===== src/rtl/nn_config_loader.sv =====
// Word-stream to daisy-chain configuration serialiser.
// One command selects a chain and a bit count; words are shifted out MSB first under a divided data_clk.
module nn_config_loader #(
  parameter int NUM_CHAINS = 2,
  parameter int CHAIN_W    = 1,
  parameter int WORD_W     = 16,
  parameter int LEN_W      = 16,
  parameter int CLK_DIV    = 2
) (
  input  logic                  clk,
  input  logic                  reset,
  input  logic                  cmd_valid,
  output logic                  cmd_ready,
  input  logic [CHAIN_W-1:0]    cmd_chain,
  input  logic [LEN_W-1:0]      cmd_len,
  input  logic                  data_valid,
  output logic                  data_ready,
  input  logic [WORD_W-1:0]     data_word,
  output logic [NUM_CHAINS-1:0] cfg_data_clk,
  output logic [NUM_CHAINS-1:0] cfg_data_in,
  output logic                  busy,
  output logic                  done,
  output logic                  err
);

  localparam int DIV_W = (CLK_DIV > 1) ? $clog2(CLK_DIV) : 1;
  localparam int IDX_W = (WORD_W > 1) ? $clog2(WORD_W) : 1;
  localparam logic [DIV_W-1:0]   DIV_LAST  = DIV_W'(CLK_DIV - 1);
  localparam logic [IDX_W-1:0]   WORD_LAST = IDX_W'(WORD_W - 1);
  localparam logic [CHAIN_W:0]   NC        = (CHAIN_W + 1)'(NUM_CHAINS);

  typedef enum logic [2:0] {IDLE, LOAD, SETUP, HIGH, FIN} state_t;

  state_t                  state, state_nx;
  logic [CHAIN_W-1:0]      chain_q, chain_nx;
  logic [LEN_W-1:0]        rem, rem_nx;
  logic [WORD_W-1:0]       sreg, sreg_nx;
  logic [IDX_W-1:0]        bit_idx, idx_nx;
  logic [DIV_W-1:0]        div_cnt, div_nx;
  logic [NUM_CHAINS-1:0]   sel_nx, clk_nx, din_nx;
  logic                    err_nx, cmd_bad;

  assign cmd_bad = ({1'b0, cmd_chain} >= NC) || (cmd_len == '0);

  always_comb begin
    state_nx = state;
    chain_nx = chain_q;
    rem_nx   = rem;
    sreg_nx  = sreg;
    idx_nx   = bit_idx;
    div_nx   = div_cnt;
    err_nx   = 1'b0;
    din_nx   = cfg_data_in;
    case (state)
      IDLE: if (cmd_valid && cmd_ready) begin
        if (cmd_bad) err_nx = 1'b1;
        else begin
          chain_nx = cmd_chain;
          rem_nx   = cmd_len;
          idx_nx   = '0;
          state_nx = LOAD;
        end
      end
      LOAD: if (data_valid && data_ready) begin
        sreg_nx  = data_word;
        div_nx   = '0;
        state_nx = SETUP;
      end
      SETUP: begin
        if (div_cnt == DIV_LAST) begin
          div_nx   = '0;
          state_nx = HIGH;
        end else div_nx = div_cnt + DIV_W'(1);
      end
      HIGH: begin
        if (div_cnt == DIV_LAST) begin
          div_nx  = '0;
          rem_nx  = rem - LEN_W'(1);
          sreg_nx = sreg << 1;
          if (rem == LEN_W'(1)) state_nx = FIN;
          else if (bit_idx == WORD_LAST) begin
            idx_nx   = '0;
            state_nx = LOAD;
          end else begin
            idx_nx   = bit_idx + IDX_W'(1);
            state_nx = SETUP;
          end
        end else div_nx = div_cnt + DIV_W'(1);
      end
      FIN:     state_nx = IDLE;
      default: state_nx = IDLE;
    endcase
    // Outputs are registered from the next state so they line up with it cycle-for-cycle.
    sel_nx = NUM_CHAINS'(1) << chain_nx;
    clk_nx = (state_nx == HIGH) ? sel_nx : '0;
    if (state_nx == SETUP)    din_nx = sel_nx & {NUM_CHAINS{sreg_nx[WORD_W-1]}};
    else if (state_nx == FIN) din_nx = '0;
  end

  always_ff @(posedge clk or posedge reset) begin
    if (reset) begin
      state        <= IDLE;
      chain_q      <= '0;
      rem          <= '0;
      sreg         <= '0;
      bit_idx      <= '0;
      div_cnt      <= '0;
      cmd_ready    <= 1'b1;
      data_ready   <= 1'b0;
      cfg_data_clk <= '0;
      cfg_data_in  <= '0;
      busy         <= 1'b0;
      done         <= 1'b0;
      err          <= 1'b0;
    end else begin
      state        <= state_nx;
      chain_q      <= chain_nx;
      rem          <= rem_nx;
      sreg         <= sreg_nx;
      bit_idx      <= idx_nx;
      div_cnt      <= div_nx;
      cmd_ready    <= (state_nx == IDLE);
      data_ready   <= (state_nx == LOAD);
      cfg_data_clk <= clk_nx;
      cfg_data_in  <= din_nx;
      busy         <= (state_nx != IDLE);
      done         <= (state_nx == FIN);
      err          <= err_nx;
    end
  end

endmodule


===== config.mk =====
export PLATFORM = sky130hd
export DESIGN_NAME = nn_config_loader
export DESIGN_NICKNAME = d
export VERILOG_FILES = /design/src/rtl/nn_config_loader.sv
export SDC_FILE = /design/constraint.sdc
export NUM_CORES = 1
export LEC_CHECK = 0
export CAP_MARGIN = 25
export CORE_ASPECT_RATIO = 0.7
export CORE_MARGIN = 2
export CORE_UTILIZATION = 52
export CTS_CLUSTER_SIZE = 8
export DETAILED_ROUTE_END_ITERATION = 12
export MAX_ROUTING_LAYER = met4
export PLACE_DENSITY = 0.79
export RECOVER_POWER = 50
export SLEW_MARGIN = 5
export SYNTH_ARGS = -nofsm -noshare
export SYNTH_HDL_FRONTEND = slang
export SYNTH_SLANG_ARGS = --single-unit

===== constraint.sdc =====
create_clock -name clk -period 2.7 [get_ports clk]
set_input_delay 0.54 -clock clk [delete_from_list [all_inputs] [get_ports clk]]
set_output_delay 0.54 -clock clk [all_outputs]
set_load 0.01 [all_outputs]

After elaboration in Yosys (flattened, before gate mapping)
Cells that the tools add are included.
- eq/ne operators: 14
- add/sub/neg operators: 3
- muxes and demuxes: 33
- reduce and logical (&&, ||, !) cells: 15
- shifts and indexed selects: 1
- bitwise gates (word level): 1
- operator list (kind ; number):
    two-way mux 16 bit ; 5
    case mux 16 bit (2 select lines) ; 2
    two-way mux 4 bit ; 5
    two-way mux 3 bit ; 6
    == test 16 x 1 -> 1 bit, second input constant ; 1
    zero test 16 bit ; 1
    subtractor 16 x 1 -> 16 bit, second input constant ; 1
    == test 3 x 2 -> 1 bit, second input constant ; 4
    case mux 3 bit (4 select lines) ; 1
    != test 2 bit, second input constant ; 5
    two-way mux 1 bit ; 8
    two-way mux 2 bit ; 4
    case mux 4 bit (2 select lines) ; 1
    nonzero test 2 bit ; 4
    == test 3 x 1 -> 1 bit, second input constant ; 2
    zero test 3 bit ; 2
    AND reduction 5 bit ; 1
    adder 4 x 1 -> 4 bit, second input constant ; 1
    == test 4 bit, second input constant ; 1
    AND reduction 4 bit ; 1
    == test 3 bit, second input constant ; 1
    AND reduction 3 bit ; 1
    nonzero test 3 bit ; 1
    AND 2 bit ; 1
    6 further kinds ; 7
- register bits after elaboration: 50
- output and inout bits: 9

Longest topological paths before layout
- depth after elaboration: 8
- mapped depth: 9

Worst setup path after synthesis
No wires, ideal clock.
- path kind: register to register
- from: register rem[0]
- to: register rem[14]
- data required time: 2.579 ns
- path slack: 0.546 ns
- cell stages (with the launch flop): 8
- clock period less this slack: 2.154 ns
- library setup time: 0.121 ns
- arrival: 2.033 ns
- cells stage by stage: dfrtp_1 > inv_1 > ha_1 > or3b_2 > or4_4 > nor2_1 > a31oi_1 > o22a_1
- cells in the longest elaborated chain, start to end: 3
- ends and longest elaborated chain (what ; RTL line ; source):
    from (decl) ; 36 ; logic [LEN_W-1:0] rem, rem_nx;
    from (signal assigned) ; 118 ; rem <= rem_nx;
    subtractor 16 x 1 -> 16 bit ; 78 ; rem_nx = rem - LEN_W'(1);
    two-way mux 16 bit ; 76 ; if (div_cnt == DIV_LAST) begin
    case mux 16 bit (2 select lines) ; 54 ; case (state)
No other way between the ends. The select of a mux whose other input is x is not followed.
A chain may end at the register's enable or synchronous reset.

Worst setup path after layout
- from: input port cmd_len[3]
- to: register cmd_ready
- cells in the longest elaborated chain, start to end: 5
- ends and longest elaborated chain (what ; RTL line ; source):
    from (decl) ; 15 ; input logic [LEN_W-1:0] cmd_len,
    zero test 16 bit ; 43 ; assign cmd_bad = ({1'b0, cmd_chain} >= NC) || (cmd_len == '0);
    two-way mux 3 bit ; 56 ; if (cmd_bad) err_nx = 1'b1;
    two-way mux 3 bit ; 55 ; IDLE: if (cmd_valid && cmd_ready) begin
    case mux 3 bit (4 select lines) ; 54 ;
    net state_nx[0] ; 34 ; state_t state, state_nx;
    zero test 3 bit ; 122 ; cmd_ready <= (state_nx == IDLE);
    to (signal assigned) ; 122 ;
    to (decl) ; 13 ; output logic cmd_ready,
The timed path passes the listed nets, and every way through them passes these cells.

==> flow_metrics.env <==
export IMPL_die_w_um=88.58
export IMPL_pwr_share_comb=0.432
export IMPL_grt_ovfl_total=0
export IMPL_grt_max_degree=51
export IMPL_synth_fp_nets=303
export IMPL_grt_pass1_wl_um=9880
export IMPL_power_frac_clock=0.141
export IMPL_antenna_found_initial=0
export IMPL_std_cell_rows=21
export IMPL_ys_seq_area_frac=0.4810
export IMPL_multi_input_area_um2=1185
export IMPL_period_needed_ns=2.344
export IMPL_num_vias=2221
export IMPL_dp_hpwl_um=4240
export IMPL_vias_per_cell=5.923
export IMPL_max_freq_mhz=426.6
export IMPL_yosysWarnings=0
export IMPL_end_kind="flop"
export IMPL_initial_core_util=0.5415
export IMPL_insertion_delay_ns=0.29
export IMPL_slew_headroom=0.2063
export IMPL_syn_to_final_growth_pct=23.02
export IMPL_fin_tns_setup_ns=0
export IMPL_final_core_util=0.6661
export IMPL_cp_start_kind="input port"
export IMPL_synth_top_area_frac=0.4709
export IMPL_syn_inst=263
export IMPL_die_h_um=63.21
export IMPL_drc=0
export IMPL_status="finished, final reports clean"
export IMPL_slew_violations=0
export IMPL_ys_seq_elements=50
export IMPL_finalInstanceArea_um2=3203
export IMPL_power_share_sequential=0.427
export IMPL_wl_um=5843
export IMPL_synth_area_top_cells="dfrtp_1 (47%), a222oi_1 (5.4%), o21ai_0 (3.8%)"
export IMPL_nFillCells=392
export IMPL_setup_violations=0
export IMPL_final_antenna_net_count=0
export IMPL_cts_tree="done"
export IMPL_cts_setup_buffers=0
export IMPL_dr_pass1_iters=7
export IMPL_cts_clk_slew_worst_paths_ns=0.08
export IMPL_cts_buffer_depth=2
export IMPL_p_sw_uw=1222
export IMPL_syn_area_per_cell_um2=9.900
export IMPL_max_cap_violations=0
export IMPL_r2r_slack_ns=0.36
export IMPL_power_density_nw_per_um2=952.9
export IMPL_required_ns=2.91
export IMPL_cts_root_buf="clkbuf_8"
export IMPL_worstSetupPathType="input port to flop"
export IMPL_cts_resized=0
export IMPL_wl_per_cell_um=15.58
export IMPL_boundaryPins=46
export IMPL_io_buffer_count=45
export IMPL_seqCellArea_um2=1252
export IMPL_clock_sinks=50
export IMPL_swShare=0.4002
export IMPL_synth_distinct_cells=58
export IMPL_first_iter_violations=215
export IMPL_syn_area_um2=2604
export IMPL_gp_congestion=0.8498
export IMPL_layout_drive_gt1_share=0.1078
export IMPL_hold_viol_final=0
export IMPL_ys_top_cells_by_count="dfrtp_1 (49), inv_1 (21), o21ai_0 (20)"
export IMPL_async_flop_share=1.000
export IMPL_yosysMostFrequentCell="dfrtp_1"
export IMPL_synthFlopType="dfrtp_1"
export IMPL_nNetsFinal=345
export IMPL_cts_buffers=5
export IMPL_first_global_vias=2048
export IMPL_fin_crit_sh=0.8682
export IMPL_min_path_type="flop to flop"
export IMPL_power_internal_uw=1831
export IMPL_grt_use_total=0.2304
export IMPL_diodes=0
export IMPL_core_um2=4808
export IMPL_worstMarginPinSlew_ns=1.191
export IMPL_placed_area_um2=3122
export IMPL_h_tree_depth=2
export IMPL_synth_top_cell_by_area="dfrtp_1"
export IMPL_dieArea_um2=5598
export IMPL_critPathMaxFanout=6
export IMPL_max_vdd_ir_drop_v=0.0005808
export IMPL_clock_skew_ns=0.006157
export IMPL_p_leak_uw=0.001420
export IMPL_synth_edf_count=0
export IMPL_holdBufCountCts=0
export IMPL_rsz0062_at_grt="no"
export IMPL_cp_arrival_ns=2.55
[logic make-up after synthesis]
kind of cell | Yosys count | share of synthesized area
flops | 50 | 0.4810
simple gates | 84 | 0.1975
xor+xnor | 1 | 0.003364
mux | 2 | 0.007689
fa+ha+maj | 3 | 0.01442
compound gates | 84 | 0.2321
buf+inv | 39 | 0.06391
[stage by stage]
step	cells	setup slack, ns	hold slack [ns]	total power, uW
floorplan	263	0.5457	0.4407	2243
global placement	367	0.1320	0.4684	2579
detailed placement	367	0.06852	0.4683	2620
CTS	375	0.3625	0.4876	3056
global route	375	0.2116	0.5221	3301
finish	375	0.3559	0.4887	3052
[cell type report]
cell class	count	area share
clock inverters	1	0.001563
clock buffers	7	0.02695
flip-flops and latches	50	0.3910
repair buffers	52	0.1578
multi-input cells	174	0.3699
well taps	69	0.02695
inverters	22	0.02578
[power groups by stage]
stage                     registers (uW)  clock network (uW)  logic (uW)
after detailed placement            1310                   0        1310
final                               1300                 429        1320
after floorplan                     1230                   0        1010
after CTS                           1300                 442        1310
after global placement              1310                   0        1270
after global routing                1340                 486        1470
[registers in the layout, indices dropped and copies added (netlist names)]
name / cells
cfg_data_clk: 2
done: 1
bit_idx: 4
state: 3
chain_q: 1
cfg_data_in: 2
rem: 16
err: 1
cmd_ready: 1
data_ready: 1
sreg: 16
div_cnt: 1
busy: 1
[routing by layer]
| layer | vias up | track usage | part of all wire |
|---|---|---|---|
| met5 | - | - | 0 |
| met3 | 2 | 0.04456 | 0.057 |
| met2 | 78 | 0.2970 | 0.42 |
| li1 | 1072 | - | - |
| met4 | 0 | 0.04167 | 0.0036 |
| met1 | 1069 | 0.3761 | 0.52 |
[layout by cell type, fill, tap and decap left out, types with 3 or more instances in the layout]
cell type	Yosys	layout
dfrtp_1	49	49
clkdlybuf4s50_1	0	43
o21ai_0	20	20
inv_1	21	20
nor2_1	18	18
a21oi_1	16	16
a222oi_1	14	14
nand2_1	11	11
nand3_1	9	9
nor3_1	8	8
a22oi_1	7	7
clkbuf_8	0	6
nor4_1	5	5
o2bb2ai_1	4	4
nand2b_1	4	4
nand3b_1	3	3
or4_1	3	3
o22a_1	3	3
ha_1	3	3
clkbuf_1	11	3
buf_4	0	3
[worst max-delay path, cell delays in order]
cell and delay, ns:
clkdlybuf4s50_1 0.43, nor4_1 0.36, nand4_1 0.31, and2_2 0.32
a211oi_2 0.30, inv_2 0.08, nor3_1 0.21
[final timing paths]
kind                                        start  depth (start not counted)                     end
max                                    cmd_len[3]                          7     cmd_ready$_DFF_PP1_
min                        bit_idx[3]$_DFFE_PP0P_                          1  bit_idx[3]$_DFFE_PP0P_
max reg2reg                    rem[0]$_DFFE_PP0P_                          7     rem[14]$_DFFE_PP0P_
min reg2reg                bit_idx[3]$_DFFE_PP0P_                          1  bit_idx[3]$_DFFE_PP0P_
max in group asynchronous                   reset                          3     rem[14]$_DFFE_PP0P_
min in group asynchronous                   reset                          3  bit_idx[3]$_DFFE_PP0P_
Power figures use the tool's default switching activity.
